==> config.mk <==
export PLATFORM = sky130hd
export DESIGN_NAME = tbre_sweep_sched
export DESIGN_NICKNAME = d
export VERILOG_FILES = /design/src/rtl/tbre_sweep_sched.sv
export SDC_FILE = /design/constraint.sdc
export NUM_CORES = 1
export LEC_CHECK = 0
export CAP_MARGIN = 25
export CORE_UTILIZATION = 47
export CTS_CLUSTER_SIZE = 16
export DETAILED_ROUTE_END_ITERATION = 8
export GPL_TIMING_DRIVEN = 1
export PLACE_DENSITY = 0.77
export SLEW_MARGIN = 25
export SYNTH_ARGS = -nofsm -noshare
export SYNTH_HDL_FRONTEND = slang
export SYNTH_SLANG_ARGS = --single-unit
==> constraint.sdc <==
create_clock -name pclk_i -period 7.61 [get_ports pclk_i]
set_input_delay 0.761 -clock pclk_i [delete_from_list [all_inputs] [get_ports pclk_i]]
set_output_delay 0.761 -clock pclk_i [all_outputs]
set_load 0.005 [all_outputs]
==> src/rtl/tbre_sweep_sched.sv <==
// tbre_sweep_sched: shares one TBRE revocation sweep engine between NREQ
// requesters. Each requester owns one range slot. A round-robin arbiter launches
// pending ranges with a single-cycle go strobe, then tracks the engine status
// through start and completion. It reports done/err per requester and counts
// completed sweeps (epoch).
//
// Handshake: a request is accepted on a rising clock edge where
// req_valid_i[i] & req_ready_o[i] are both high. req_ready_o[i] is simply
// "slot i has nothing pending", so only one request per requester can be
// pending. A slot freed at an edge becomes ready for the following cycle.
module tbre_sweep_sched #(
    parameter int NREQ = 2,
    parameter int AW   = 32,
    parameter int TMO  = 255
) (
    input  logic                pclk_i,
    input  logic                prst_i,
    input  logic [NREQ-1:0]     req_valid_i,
    input  logic [NREQ*AW-1:0]  req_start_i,
    input  logic [NREQ*AW-1:0]  req_end_i,
    output logic [NREQ-1:0]     req_ready_o,
    output logic [NREQ-1:0]     done_o,
    output logic [NREQ-1:0]     err_o,
    output logic [AW-1:0]       tbre_start_addr_o,
    output logic [AW-1:0]       tbre_end_addr_o,
    output logic                tbre_go_o,
    input  logic                tbre_stat_i,
    output logic [30:0]         epoch_o,
    output logic                busy_o,
    output logic [1:0]          dbg_state_o
);

    localparam int IW = $clog2(NREQ);
    localparam int CW = $clog2(TMO + 1);

    typedef enum logic [1:0] {
        S_IDLE       = 2'd0,
        S_LAUNCH     = 2'd1,
        S_WAIT_START = 2'd2,
        S_RUN        = 2'd3
    } state_t;

    state_t          r_state;
    state_t          w_state_nxt;
    logic [NREQ-1:0] r_pending;
    logic [AW-1:0]   r_slot_start [NREQ];
    logic [AW-1:0]   r_slot_end   [NREQ];
    logic [IW-1:0]   r_grant;
    logic [IW-1:0]   r_rr_ptr;
    logic [CW-1:0]   r_tmo_cnt;
    logic [30:0]     r_epoch;
    logic [NREQ-1:0] r_done;
    logic [NREQ-1:0] r_err;
    logic [AW-1:0]   r_start_addr;
    logic [AW-1:0]   r_end_addr;

    logic [NREQ-1:0] w_accept;
    logic [NREQ-1:0] w_range_ok;
    logic [IW-1:0]   w_pick;
    logic            w_found;
    logic            w_launch;
    logic            w_tmo_fire;
    logic            w_sweep_done;

    assign w_accept = req_valid_i & ~r_pending;

    // Range sanity per requester: end is inclusive, so end == start is legal.
    always_comb begin
        w_range_ok = '0;
        for (int i = 0; i < NREQ; i++) begin
            w_range_ok[i] = (req_end_i[i*AW +: AW] >= req_start_i[i*AW +: AW]);
        end
    end

    // Round-robin pick: first pending slot at or after rr_ptr, wrapping.
    // Scanning offsets high to low lets the smallest offset win.
    always_comb begin
        w_pick  = '0;
        w_found = 1'b0;
        for (int k = NREQ - 1; k >= 0; k--) begin
            if (r_pending[(int'(r_rr_ptr) + k) % NREQ]) begin
                w_pick  = IW'((int'(r_rr_ptr) + k) % NREQ);
                w_found = 1'b1;
            end
        end
    end

    // Next-state and control strobes for the launch/track FSM.
    always_comb begin
        w_state_nxt  = r_state;
        w_launch     = 1'b0;
        w_tmo_fire   = 1'b0;
        w_sweep_done = 1'b0;
        case (r_state)
            S_IDLE: begin
                // An externally busy engine holds off any launch.
                if (w_found && !tbre_stat_i) begin
                    w_launch    = 1'b1;
                    w_state_nxt = S_LAUNCH;
                end
            end
            S_LAUNCH: begin
                w_state_nxt = S_WAIT_START;
            end
            S_WAIT_START: begin
                if (tbre_stat_i) begin
                    w_state_nxt = S_RUN;
                end else if (r_tmo_cnt == CW'(TMO)) begin
                    w_tmo_fire  = 1'b1;
                    w_state_nxt = S_IDLE;
                end
            end
            S_RUN: begin
                // RUN is only entered with stat high, so stat low here is the fall.
                if (!tbre_stat_i) begin
                    w_sweep_done = 1'b1;
                    w_state_nxt  = S_IDLE;
                end
            end
            default: w_state_nxt = S_IDLE;
        endcase
    end

    // FSM state register; reset abandons any in-flight sweep.
    always_ff @(posedge pclk_i or posedge prst_i) begin
        if (prst_i) begin
            r_state <= S_IDLE;
        end else begin
            r_state <= w_state_nxt;
        end
    end

    // Grant capture: addresses change only on a grant and hold until the next one.
    always_ff @(posedge pclk_i or posedge prst_i) begin
        if (prst_i) begin
            r_grant      <= '0;
            r_rr_ptr     <= '0;
            r_start_addr <= '0;
            r_end_addr   <= '0;
        end else if (w_launch) begin
            r_grant      <= w_pick;
            r_rr_ptr     <= IW'((int'(w_pick) + 1) % NREQ);
            r_start_addr <= r_slot_start[w_pick];
            r_end_addr   <= r_slot_end[w_pick];
        end
    end

    // Start timeout counter: cleared at launch, counts cycles without stat.
    always_ff @(posedge pclk_i or posedge prst_i) begin
        if (prst_i) begin
            r_tmo_cnt <= '0;
        end else if (r_state == S_LAUNCH) begin
            r_tmo_cnt <= '0;
        end else if (r_state == S_WAIT_START && !tbre_stat_i && !w_tmo_fire) begin
            r_tmo_cnt <= r_tmo_cnt + CW'(1);
        end
    end

    // Request slots, pending bits, one-cycle done/err pulses and epoch counter.
    always_ff @(posedge pclk_i or posedge prst_i) begin
        if (prst_i) begin
            r_pending <= '0;
            r_done    <= '0;
            r_err     <= '0;
            r_epoch   <= '0;
            for (int i = 0; i < NREQ; i++) begin
                r_slot_start[i] <= '0;
                r_slot_end[i]   <= '0;
            end
        end else begin
            r_done <= '0;
            r_err  <= '0;
            for (int i = 0; i < NREQ; i++) begin
                if (w_accept[i]) begin
                    if (w_range_ok[i]) begin
                        r_slot_start[i] <= req_start_i[i*AW +: AW];
                        r_slot_end[i]   <= req_end_i[i*AW +: AW];
                        r_pending[i]    <= 1'b1;
                    end else begin
                        r_err[i] <= 1'b1;
                    end
                end
            end
            // The granted slot is pending, hence not ready, so it cannot
            // collide with an accept in the same cycle.
            if (w_tmo_fire) begin
                r_err[r_grant]     <= 1'b1;
                r_pending[r_grant] <= 1'b0;
            end
            if (w_sweep_done) begin
                r_done[r_grant]    <= 1'b1;
                r_pending[r_grant] <= 1'b0;
                r_epoch            <= r_epoch + 31'd1;
            end
        end
    end

    assign req_ready_o       = ~r_pending;
    assign done_o            = r_done;
    assign err_o             = r_err;
    assign tbre_start_addr_o = r_start_addr;
    assign tbre_end_addr_o   = r_end_addr;
    assign tbre_go_o         = (r_state == S_LAUNCH);
    assign epoch_o           = r_epoch;
    assign busy_o            = (r_state != S_IDLE);
    assign dbg_state_o       = r_state;

endmodule

==> flow_summary.toml, run 1 <==
[detailed_routing]
drt-initial-drc-count = 318
drt_first_pass_iters = 4
viasPerCell = 5.18
vias = 8028
drc_errors = 0
routed_wl_microns = 27400
ant_nets = 0
wl_per_cell_microns = 17.7

[synth]
synthFlopType = "dfrtp_1"
synth-xor-area-share = 0.0268
syn_area_sq_mm = 0.0114
muxShareOfSynthArea = 0.186
ys_types = 47
synthSimpleGateAreaFrac = 0.0792
yosysSeqAreaShare = 0.528
syn_nets = 1165
synthAdderAreaFrac = 0.0723
syn_area_per_cell_sq_um = 11.8
synth-compound-area-share = 0.0650
ys_async_sr_fraction = 1.00
synth-edff-count = 0
synth_top_family_by_area = "multiplexers"
yosys_warnings = 0
ys_ff_latch = 241
synthCells = 966

[power]
finalPower_mw = 5.27
p_per_area_mw_per_mm2 = 351
peakVddDrop_v = 0.000228
leakage_nw = 6.93

[critical_path]
crit_top_cell = "nand4_1"
worst-path-buf-inv = 2
crit_chain = "clkdlybuf4s50_1, ha_1, nand4_1, nor4_1, nand4_1, a31oi_1, o21bai_4, buf_4, mux2_2"
worstPathRequired_ns = 8.02
max_stage_delay_ns = 0.66
path_max_fanout = 48
cp_top_family = "simple AND/OR/NAND/NOR gates"
crit_path_end_kind = "flip-flop"
setup.worst_path.class = "primary input to flip-flop"
cp_slowest_cell = "nor4_1"
startpoint_type = "primary input"
arrival_ns = 4.37

[sta]
tightest_slew_ns = 0.786
fmax_mhz = 253
hold_viol = 0
rsz0062_at_grt = "false"
finalSetupTns_ns = 0
relSlewSlack = 0.475
period_needed_ns = 3.96
post-route-period-util = 0.520
skew_ns = 0.00886
slew_violations = 0
setup_viol = 0

[layout]
layoutNonFillerInstCount = 1550
multiInputGateArea_sq_mm = 0.00493
area_growth_pct = 31.2
final_cell_mix = "241 x dfrtp_1, 237 x clkdlybuf4s50_1, 116 x mux2_2"
layout_commonest_cell = "dfrtp_1"
fill_cells = 1948
layout-drive-gt1-share = 0.145
num-nets-final = 1404
regArea_sq_mm = 0.00603

[clocking]
root_buffer = "clkbuf_16"
cts_hold_buffers = 0
clkSinkCount = 241
clk_latency_ns = 0.53
post_cts_buffers = 0
cts_tree = "built"
numCtsBuffers = 27
ctsResizeCount = 0
cts-htree-levels = 1
cts_buffer_depth = 3
cts.clk_slew.worst_paths_ns = 0.06

[floorplanning]
fp.dieW_microns = 158
chipHeight_microns = 158
fp.coreArea_sq_mm = 0.0237
start_util = 0.482
row_count = 56
dieArea_sq_mm = 0.0249
io_pins = 238

[grt]
grt_overflow = 0
antenna_found_initial = 5
grt_use_total = 0.226
grt_max_degree = 145
first_global_vias = 8459
grt_pass1_wl_microns = 43900

[run_status]
outcome = "finished clean"

[placement]
place_congestion = 0.823
dp.cells = 1495
io_buffer_count = 237
dp_hpwl_microns = 19400

[worst_hold_path]
hp-class = "flip-flop to flip-flop"

[flow_run]
maxCapViolCount = 0
[state kept, by name (all words and copies together), names as in the netlist]
signal	count
epoch_o	31
tbre_end_addr_o	32
r_slot_start	64
r_pending	2
err_o	2
r_grant	1
r_slot_end	64
r_tmo_cnt	8
r_rr_ptr	1
done_o	2
dbg_state_o	2
tbre_start_addr_o	32
[through the flow]
| stage | util | hold WS, ns | worst slack (ns) | instance area, sq um |
|---|---|---|---|---|
| 5_1_grt | 0.633 | 0.499 | 3.49 | 15000 |
| 4_1_cts | 0.632 | 0.487 | 3.64 | 15000 |
| 3_5_place_dp | 0.595 | 0.475 | 3.09 | 14100 |
| 2_1_floorplan | - | 0.464 | 0.233 | 11400 |
| 6_report | 0.633 | 0.479 | 3.65 | 15000 |
| 3_3_place_gp | 0.594 | 0.465 | 3.00 | 14100 |
[worst reg2reg max path: stages, from the launching register on]
cell	delay, ns
dfrtp_1	0.43
or2_2	0.34
nor2_4	0.09
buf_4	0.50
buf_4	0.74
mux2_2	0.43
[metal layers]
metal  vias to the layer above  global-route usage  wire (microns)
li1                       3859                   -               -
met1                      3927               0.299           12200
met2                       192               0.375           13100
met3                        50              0.0422            1310
met4                         0              0.0730             809
met5                         -                   0               0
[where the power goes]
group	switching, mW	internal, mW
Combinational	0.775	1.05
Clock	0.514	0.777
Sequential	0.317	1.83
[cell usage after synthesis, drive strengths merged (18+ instances only)]
cell,number,share of area
nand2,35,0.011
nand4,18,0.0099
buf,21,0.015
inv,69,0.023
dfrtp,241,0.53
nand3,20,0.0088
ha,66,0.072
xnor2,23,0.018
a21oi,89,0.039
mux2,130,0.13
mux2i,66,0.058
nor2,84,0.028
[area by class of cell]
cell class	instances	share of cell area
inverter	69	0.0181
clock buffer	39	0.0521
sequential	241	0.402
clock inverter	10	0.00693
multi-input combinational	620	0.329
tap	319	0.0266
timing repair buffer	246	0.164
antenna	6	0.00100
[path summary, 6_finish.rpt]
check	cells after the start	endpoint	start	slack, ns
min	1	epoch_o[30]	epoch_o[30]	0.48
max in group asynchronous	3	r_slot_start[2]	prst_i	5.65
min reg2reg	1	epoch_o[30]	epoch_o[30]	0.48
min in group asynchronous	2	epoch_o[4]	prst_i	0.77
max reg2reg	5	r_rr_ptr	dbg_state_o[1]	4.97
max	9	r_slot_start[22]	req_end_i[62]	3.65
[logic make-up after synthesis]
kind of cell / count (synthesis)
xor gates and xnor gates: 35
muxes: 196
adders and majority gates: 66
DFF: 241
buffers and inverters: 105
AOI/OAI and AO/OA: 129
and+or+nand+nor: 194
Power figures use the tool's default switching activity.
==> run 2: changes to the inputs <==
==> constraint.sdc (replaced) <==
create_clock -name pclk_i -period 3.4 [get_ports pclk_i]
set_input_delay 0.34 -clock pclk_i [delete_from_list [all_inputs] [get_ports pclk_i]]
set_output_delay 0.34 -clock pclk_i [all_outputs]
set_load 0.005 [all_outputs]
==> run 2 against run 1 <==
Compared with the run above:
- non-clock buffer count grew 8
- clock skew is 0.0033 ns higher
- global-route usage shrank 0.17 points
- routed wire length up 0.19%
- first-iteration DRC count up 14%
- design area rose by 1.3%
- critical endpoint is now r_slot_start[43]
- largest power group unchanged
- worst setup slack got worse by 3.0 ns
- clock power is 130% higher
- sequential cell count stayed put
- core utilization rose by 0.80 points
==> flow_summary.toml, run 2 (synthesis results as in run 1) <==
[layout]
num-nets-final = 1411
layout-drive-gt1-share = 0.149
design_area_sq_mm = 0.0152
final_cell_mix = "241 x dfrtp_1, 237 x clkdlybuf4s50_1, 116 x mux2_2"
area_growth_pct = 32.9
fill_cells = 1838
reg_top3 = "r_slot_end (64), r_slot_start (64)"
layout_commonest_cell = "dfrtp_1"

[floorplanning]
io_pins = 238
fp.dieW_microns = 158
start_util = 0.482
chipHeight_microns = 158
fp.coreArea_sq_mm = 0.0237
dieArea_sq_mm = 0.0249
row_count = 56

[clocking]
clk_latency_ns = 0.52
ctsResizeCount = 0
cts.clk_slew.worst_paths_ns = 0.06
clkSinkCount = 241
cts_tree = "built"
post_cts_buffers = 0
root_buffer = "clkbuf_16"
cts_buffer_depth = 3
cts-htree-levels = 1
numCtsBuffers = 26
cts_hold_buffers = 0

[sta]
skew_ns = 0.0122
hold_slack_ns = 0.187
rsz0062_at_grt = "false"
hold_viol = 0
period_needed_ns = 2.79
tightest_slew_ns = 0.765
setup_viol = 0
post-route-period-util = 0.820
slew_violations = 0
fmax_mhz = 359
relSlewSlack = 0.489

[critical_path]
path_max_fanout = 30
crit_chain = "clkdlybuf4s50_1, inv_1, ha_1, nand2_1, o21ai_0, a21oi_1, o41ai_2, a31oi_4, buf_12, mux2_1"
worst-path-buf-inv = 3
startpoint_type = "primary input"
crit_start = "req_start_i[2]"
crit_path_end_kind = "flip-flop"
cp_slowest_cell = "o41ai_2"
cp_top_family = "compound AO/OA/AOI/OAI gates"
setup.worst_path.class = "primary input to flip-flop"
arrival_ns = 3.18
worstPathRequired_ns = 3.80
r2r_start = "epoch_o[9]"
max_stage_delay_ns = 0.69

[grt]
grt_overflow = 0
first_global_vias = 8364
grt_max_degree = 74
grt_use_total = 0.224
antenna_found_initial = 4
grt_pass1_wl_microns = 43600

[detailed_routing]
drt_first_pass_iters = 4
vias = 8072
drt-initial-drc-count = 364
drc_errors = 0
routed_wl_microns = 27500
wl_per_cell_microns = 17.7
viasPerCell = 5.19
ant_nets = 0

[power]
peakVddDrop_v = 0.000585
leakage_nw = 6.99
p_per_area_mw_per_mm2 = 788

[placement]
place_congestion = 0.847
placed_area_sq_mm = 0.0143
dp_hpwl_microns = 20200
io_buffer_count = 237

[flow_run]
maxCapViolCount = 0

[run_status]
outcome = "finished clean"

[worst_hold_path]
hp-class = "primary input to asynchronous set/reset pin"
==> run 2: cell count changes in the layout (fill, tap and decap cells not counted), sizes merged <==
cell	delta
buf	+8
clkbuf	-1
clkinv	-6
clkinvlp	+5
inv	-1
diode	-2
bufinv	+2
==> run 2: area by class of cell <==
type	count	area [sq um]	share of cell area
multi-input combinational	620	4930	0.325
sequential	241	6030	0.397
inverter	69	263	0.0173
timing repair buffer	254	2640	0.174
clock buffer	38	747	0.0492
clock inverter	10	164	0.0108
antenna	4	10.0	0.000659
tap	319	399	0.0263
==> run 2: per-layer routing <==
layer | vias to the layer above | global-route usage | routed length (microns)
li1 | 3864 | - | -
met1 | 3960 | 0.287 | 12000
met2 | 209 | 0.388 | 13500
met3 | 39 | 0.0383 | 1360
met4 | 0 | 0.0670 | 626
met5 | - | 0 | 0
==> run 2: final timing paths <==
check                                  endpoint  slack, ns  depth (start not counted)
setup / recovery               r_slot_start[43]       0.61                         10
hold / removal                   r_slot_end[30]       0.19                          2
setup reg to reg                    epoch_o[28]       1.09                          6
hold reg to reg                     epoch_o[30]       0.49                          1
max in group asynchronous  tbre_start_addr_o[4]       2.50                          3
min in group pclk_i                r_pending[0]       0.42                          3
==> run 2: report_power, final <==
part	switching (mW)	total, mW	leakage, nW	internal [mW]
combinational	1.76	4.19	3.62	2.43
clock	1.14	2.97	0.429	1.83
sequential	0.708	4.81	2.95	4.10
total	3.60	12.0	6.99	8.37
==> run 2: worst reg2reg max path: cells and delay by family (launching register included) <==
kind / cells / cell delay (ns)
flops: 1 / 0.43
xor+xnor: 1 / 0.16
simple gates: 5 / 1.62
==> run 2: metrics by stage <==
stage	setup WS, ns	power, mW	util	TNS (ns)	cells
2_1_floorplan	-0.102	7.15	-	-24.54	966
3_3_place_gp	0.180	8.89	0.602	0	1503
3_5_place_dp	0.0844	9.06	0.602	0	1503
4_1_cts	0.609	12.1	0.641	0	1551
5_1_grt	0.523	12.7	0.641	0	1553
6_report	0.613	12.0	0.641	0	1555
